==> config.mk <==
export PLATFORM = sky130hd
export DESIGN_NAME = call_stack_flat
export DESIGN_NICKNAME = d
export VERILOG_FILES = /design/src/rtl/pbl_pkg.sv /design/src/rtl/call_stack_if.sv /design/src/rtl/call_stack.sv /design/src/flat_wrapper.sv
export SDC_FILE = /design/constraint.sdc
export NUM_CORES = 1
export LEC_CHECK = 0
export BUFFER_PORTS_ARGS = -buffer_cell sky130_fd_sc_hd__clkbuf_2
export CAP_MARGIN = 20
export CORE_AREA = 2 2 53 104
export DETAILED_ROUTE_END_ITERATION = 10
export DIE_AREA = 0 0 55 106
export MAX_ROUTING_LAYER = met4
export PLACE_DENSITY = 0.72
export RECOVER_POWER = 50
export SLEW_MARGIN = 5
export SYNTH_ARGS = -nofsm -noshare
export SYNTH_HDL_FRONTEND = slang
export SYNTH_SLANG_ARGS = --single-unit
==> constraint.sdc <==
create_clock -name clk -period 7 [get_ports clk]
set_clock_uncertainty 0.1 [all_clocks]
set_input_delay 0.35 -clock clk [delete_from_list [all_inputs] [get_ports clk]]
set_output_delay 0.35 -clock clk [all_outputs]
set_load 0.02 [all_outputs]
==> src/rtl/pbl_pkg.sv <==
// rtl/pbl_pkg.sv - shared widths so the program counter and call stack agree
package pbl_pkg;

    localparam int INSTR_ADDR_SIZE = 5;
    localparam int STACK_DEPTH     = 8;

    typedef logic [INSTR_ADDR_SIZE-1:0] instr_addr_t;

endpackage

==> src/rtl/call_stack_if.sv <==
// rtl/call_stack_if.sv - decoder/counter-side bundle for the return-address stack
interface call_stack_if #(
    parameter int INSTR_ADDR_SIZE = pbl_pkg::INSTR_ADDR_SIZE,
    parameter int STACK_DEPTH     = pbl_pkg::STACK_DEPTH
);

    localparam int DEPTH_W = $clog2(STACK_DEPTH + 1);

    logic                       call;
    logic                       ret;
    logic [INSTR_ADDR_SIZE-1:0] instr_addr;
    logic                       err_clr;
    logic [INSTR_ADDR_SIZE-1:0] ret_addr;
    logic [DEPTH_W-1:0]         depth;
    logic                       empty;
    logic                       full;
    logic                       overflow;
    logic                       underflow;

    modport master (
        output call, ret, instr_addr, err_clr,
        input  ret_addr, depth, empty, full, overflow, underflow
    );

    modport slave (
        input  call, ret, instr_addr, err_clr,
        output ret_addr, depth, empty, full, overflow, underflow
    );

endinterface

==> src/rtl/call_stack.sv <==
// rtl/call_stack.sv - return-address LIFO feeding the program counter
import pbl_pkg::*;

module call_stack #(
    parameter int INSTR_ADDR_SIZE = pbl_pkg::INSTR_ADDR_SIZE,
    parameter int STACK_DEPTH     = pbl_pkg::STACK_DEPTH
) (
    input  logic         clk,
    input  logic         rst,
    call_stack_if.slave  bus
);

    localparam int DEPTH_W = $clog2(STACK_DEPTH + 1);
    localparam int IDX_W   = (STACK_DEPTH > 1) ? $clog2(STACK_DEPTH) : 1;

    typedef logic [INSTR_ADDR_SIZE-1:0] addr_t;

    addr_t              entry [STACK_DEPTH];
    logic [DEPTH_W-1:0] depth_q;
    logic               overflow_q;
    logic               underflow_q;

    logic               is_empty;
    logic               is_full;
    logic               pop_req;
    logic               do_push;
    logic               do_pop;
    logic [DEPTH_W-1:0] depth_m1;
    logic [IDX_W-1:0]   wr_idx;
    logic [IDX_W-1:0]   top_idx;

    assign is_empty = (depth_q == '0);
    assign is_full  = (depth_q == DEPTH_W'(STACK_DEPTH));

    // call wins over ret, matching the counter's jmp priority
    assign pop_req  = bus.ret & ~bus.call;
    assign do_push  = bus.call & ~is_full;
    assign do_pop   = pop_req & ~is_empty;

    assign depth_m1 = depth_q - DEPTH_W'(1);
    assign wr_idx   = depth_q[IDX_W-1:0];
    assign top_idx  = depth_m1[IDX_W-1:0];

    always_ff @(posedge clk) begin
        if (rst) begin
            depth_q     <= '0;
            overflow_q  <= 1'b0;
            underflow_q <= 1'b0;
            for (int i = 0; i < STACK_DEPTH; i++) begin
                entry[i] <= '0;
            end
        end else begin
            if (do_push) begin
                entry[wr_idx] <= bus.instr_addr + INSTR_ADDR_SIZE'(1);
                depth_q       <= depth_q + DEPTH_W'(1);
            end else if (do_pop) begin
                depth_q <= depth_m1;
            end
            // a new error on the clearing edge keeps the flag set
            overflow_q  <= (bus.call & is_full) | (overflow_q & ~bus.err_clr);
            underflow_q <= (pop_req & is_empty) | (underflow_q & ~bus.err_clr);
        end
    end

    assign bus.ret_addr  = is_empty ? '0 : entry[top_idx];
    assign bus.depth     = depth_q;
    assign bus.empty     = is_empty;
    assign bus.full      = is_full;
    assign bus.overflow  = overflow_q;
    assign bus.underflow = underflow_q;

endmodule
==> src/flat_wrapper.sv <==
// flat-port wrapper written by rule: the top's interface ports become plain ports
module call_stack_flat 
#(
    parameter int INSTR_ADDR_SIZE = pbl_pkg::INSTR_ADDR_SIZE,
    parameter int STACK_DEPTH     = pbl_pkg::STACK_DEPTH
)
  (clk, rst, bus_call, bus_ret, bus_instr_addr, bus_err_clr, bus_ret_addr, bus_depth, bus_empty, bus_full, bus_overflow, bus_underflow);
  call_stack_if #(.INSTR_ADDR_SIZE(INSTR_ADDR_SIZE), .STACK_DEPTH(STACK_DEPTH)) bus_i ();
  input  logic clk;
  input  logic rst;
  input wire logic [$bits(bus_i.call)-1:0] bus_call;
  input wire logic [$bits(bus_i.ret)-1:0] bus_ret;
  input wire logic [$bits(bus_i.instr_addr)-1:0] bus_instr_addr;
  input wire logic [$bits(bus_i.err_clr)-1:0] bus_err_clr;
  output wire logic [$bits(bus_i.ret_addr)-1:0] bus_ret_addr;
  output wire logic [$bits(bus_i.depth)-1:0] bus_depth;
  output wire logic [$bits(bus_i.empty)-1:0] bus_empty;
  output wire logic [$bits(bus_i.full)-1:0] bus_full;
  output wire logic [$bits(bus_i.overflow)-1:0] bus_overflow;
  output wire logic [$bits(bus_i.underflow)-1:0] bus_underflow;
  assign bus_i.call = bus_call;
  assign bus_i.ret = bus_ret;
  assign bus_i.instr_addr = bus_instr_addr;
  assign bus_i.err_clr = bus_err_clr;
  assign bus_ret_addr = bus_i.ret_addr;
  assign bus_depth = bus_i.depth;
  assign bus_empty = bus_i.empty;
  assign bus_full = bus_i.full;
  assign bus_overflow = bus_i.overflow;
  assign bus_underflow = bus_i.underflow;
  call_stack #(.INSTR_ADDR_SIZE(INSTR_ADDR_SIZE), .STACK_DEPTH(STACK_DEPTH)) u_core (.clk(clk), .rst(rst), .bus(bus_i));
endmodule
==> results.txt <==
- Most area-consuming cells after synthesis: sky130_fd_sc_hd__edfxtp_1 55%, sky130_fd_sc_hd__mux4_2 10%, sky130_fd_sc_hd__nor2_1 7.0%
- The min-delay analysis places its worst path in the category in -> reg.
- End of the worst register-to-register path: u_core.entry[6][4]
- Number of DRC markers in iteration 0: 50
* Endpoint class of the critical path: primary output
- Commonest cells post-synth: 41 x sky130_fd_sc_hd__nor2_1, 40 x sky130_fd_sc_hd__edfxtp_1, 17 x sky130_fd_sc_hd__nand2_1
- The worst register-to-register path begins at u_core.bus.depth[0].
* Total core area: 5092 µm²
* Number of nets with antenna violations after detailed routing: 0
* Clock input transition at the sequential cells of the worst setup and hold paths: 80 ps
* Max transition margin: 49.16%
* Via density per instance: 5.682
* Share of final-layout standard cells stronger than drive strength 1: 16.00%
- Global routing consumed, over all layers together, 19.59% of the routing resources.
* Antenna Cells: 0
- Launching element type of the critical path: flip-flop
- Final std cells w/o fill: 258
- Of all flip-flops after synthesis, the portion carrying an async set or reset was 0%.
* Max cap viols: 0
- Worst r2r path cells: 6
- Via count: 1466
- Buffers inserted during clock tree synthesis total 5.
- Area of the mapped netlist: 2198 µm²
* Maximum buffer depth of the clock tree: 2
* Nets: 212
- Leading register cell type out of synthesis: sky130_fd_sc_hd__edfxtp_1
* Starting Density: 43.17%
- Width of the die: 55 µm
- Required arrival time at the worst endpoint: 6550 ps
* Count of synthesis-stage warnings from yosys: 0
- Post-route minimum period: 3241 ps
- Routability Congestion: 0.8143
* Post-Syn Instances: 179
- PostCTS Resize Cnt: 0
- Avg WL per Cell: 19.16 µm
* Number of hold-repair buffers added at the cts stage: 0
- The worst hold path terminates at u_core.bus.overflow.
* Post-synthesis average cell area: 12.28 µm²
* Post-synth top area cell: sky130_fd_sc_hd__edfxtp_1
- Dividing total power by cell area gives a power density of 318.9 nW/µm².
- Vias in the first global route: 1522
- In the post-synthesis netlist, the cell with the most instances is sky130_fd_sc_hd__nor2_1.
- Sink count of the clock tree: 46
* Total gr overflow: 0
* Detailed-route wire length: 4944 µm
* I/O Buffers: 22
* Critical path peak fanout: 15
- Net count after synthesis: 192
- Counting the fill cells in the layout gives 478.
* Number of synthesized flops with an enable pin: 40
- Worst-margin pin slew: 761.5 ps
- Area growth from synthesis to layout: 10.81%
- Final period utilization: 46.30%
- For flop-to-flop paths, the worst setup slack is 4150 ps.
- Status: finished, final reports clean
- Setup repair after global routing missed its margin: false
* DRC violations left: 0
- Die Y-Extent: 106 µm
* CTS tree: yes
- Max Slew Vio Count: 0
* Top Ports: 23
- Finish-stage setup viols: 0
- Adding up every negative setup slack in the final design gives 0 ps.
* Number of distinct library cells after synthesis: 33
- Combined area of the multi-input logic cells: 808.3 µm²
- Counting instances, the worst hold path has a depth of 2.
* Final Hold Vio Count: 0
* Yosys top cell area share: 54.64%
* Detailed-router iteration count before antenna repair: 4
* Insertion delay of the later-clocked pin in the worst-skew pair: 300 ps
- Sequential cells were found to cover 60.10% of the synthesized design area.
- Worst-case vdd ir drop: 0.1816 mV
* Level count of the clock H-tree: 2
* Row count: 37
- Based on the critical path, the design can be clocked at up to 308.5 MHz.
* HPWL after DPL: 3840 µm
- The setup path with the least slack is of type reg -> out.
- First-pass GRT wire length: 7376 µm
- Clock tree synthesis selected as its root buffer the cell sky130_fd_sc_hd__clkbuf_8.
- Flip-flop and latch count after synthesis: 46
- Static leakage power: 0.9006 nW
- Die Footprint: 5830 µm²
* Buffer count from post-CTS setup fixing: 0
- Maximum number of pins on one net before global-route repair: 20
- Sequential cell area: 1321 µm²
* WP data arrival: 2790 ps
- The initial antenna violation count came to 0.
- Min-delay src: rst
* Number of cells in the design after placement: 250
## placed cells by master (no fill, tap or decap), types with 2 or more instances in the layout
cell and n:
sky130_fd_sc_hd__nand3_1 5, sky130_fd_sc_hd__xor2_1 3, sky130_fd_sc_hd__nor2_1 41, sky130_fd_sc_hd__clkbuf_8 5, sky130_fd_sc_hd__a21oi_1 2, sky130_fd_sc_hd__nor2b_1 4
sky130_fd_sc_hd__clkbuf_1 9, sky130_fd_sc_hd__a22o_1 6, sky130_fd_sc_hd__ha_1 3, sky130_fd_sc_hd__and4_1 3, sky130_fd_sc_hd__nand2_1 17, sky130_fd_sc_hd__edfxtp_1 40
sky130_fd_sc_hd__inv_1 6, sky130_fd_sc_hd__xnor2_1 3, sky130_fd_sc_hd__clkbuf_2 15, sky130_fd_sc_hd__nand2b_1 2, sky130_fd_sc_hd__nor3_1 5, sky130_fd_sc_hd__mux4_2 10
sky130_fd_sc_hd__dfxtp_1 6
## power by group
| part | internal (mW) | switching, mW |
|---|---|---|
| Clock | 0.107 | 0.0895 |
| Sequential | 0.321 | 0.0283 |
| Combinational | 0.0909 | 0.140 |
| Total | 0.519 | 0.258 |
## cell families after synthesis
kind of cell	share of synthesized area [%]
simple gates	17.53
flops	60.10
buf+inv	2.902
compound gates	5.123
mux	10.24
xor+xnor	2.391
fa+ha+maj	1.708
## sequential cells by signal, indices dropped and copies added, names as in the netlist
signal and count:
u_core.entry 40, u_core.bus.depth 4, u_core.bus.overflow 1, u_core.bus.underflow 1
## metrics by stage
step / total power [mW] / util, % / hold slack, ps / setup slack (ps) / instance area [µm²]
final: 0.7769 / 47.84 / 221.5 / 3759 / 2436
after CTS: 0.7873 / 48.11 / 222.9 / 3711 / 2450
after global placement: 0.5906 / 46.02 / 469.9 / 4122 / 2344
after global routing: 0.8068 / 47.84 / 234.5 / 3478 / 2436
after floorplan: 0.5228 / - / 462.7 / 4383 / 2198
after detailed placement: 0.5939 / 46.02 / 485.2 / 4054 / 2344
## final cells by class
type	instances	area share [%]
clock inverters	1	1.233
multi-input cells	117	33.18
inverters	7	1.079
flip-flops and latches	46	54.24
clock buffers	7	3.133
well taps	58	2.979
repair buffers	22	4.160
## critical path, stage by stage (launching register included)
cell and delay (ps):
sky130_fd_sc_hd__dfxtp_1 820, sky130_fd_sc_hd__inv_1 240, sky130_fd_sc_hd__ha_1 640, sky130_fd_sc_hd__mux4_2 430, sky130_fd_sc_hd__a22o_1 200, sky130_fd_sc_hd__clkbuf_2 150
## how the worst max path moves through the flow
| stage | start | to | slack (ps) | depth (start not counted) |
|---|---|---|---|---|
| finish | u_core.bus.depth[0] | bus_ret_addr[2] | 3760 | 5 |
| global route | u_core.bus.depth[0] | bus_ret_addr[2] | 3480 | 5 |
| CTS | u_core.bus.depth[0] | bus_ret_addr[2] | 3710 | 5 |
| detailed placement | u_core.bus.depth[0] | bus_ret_addr[2] | 4050 | 5 |
| global placement | u_core.bus.depth[0] | bus_ret_addr[2] | 4120 | 5 |
| floorplan | u_core.bus.depth[1] | bus_ret_addr[1] | 4380 | 6 |
## layer usage
metal | vias to the layer above | wire [µm] | global-route usage (%)
met5 | - | 0 | -
met2 | 51 | 2947 | 35.88
met4 | 0 | 213 | 11.15
li1 | 693 | - | -
met3 | 11 | 203 | 3.371
met1 | 711 | 1580 | 16.92
No activity file was read; power rests on OpenSTA's default activity.
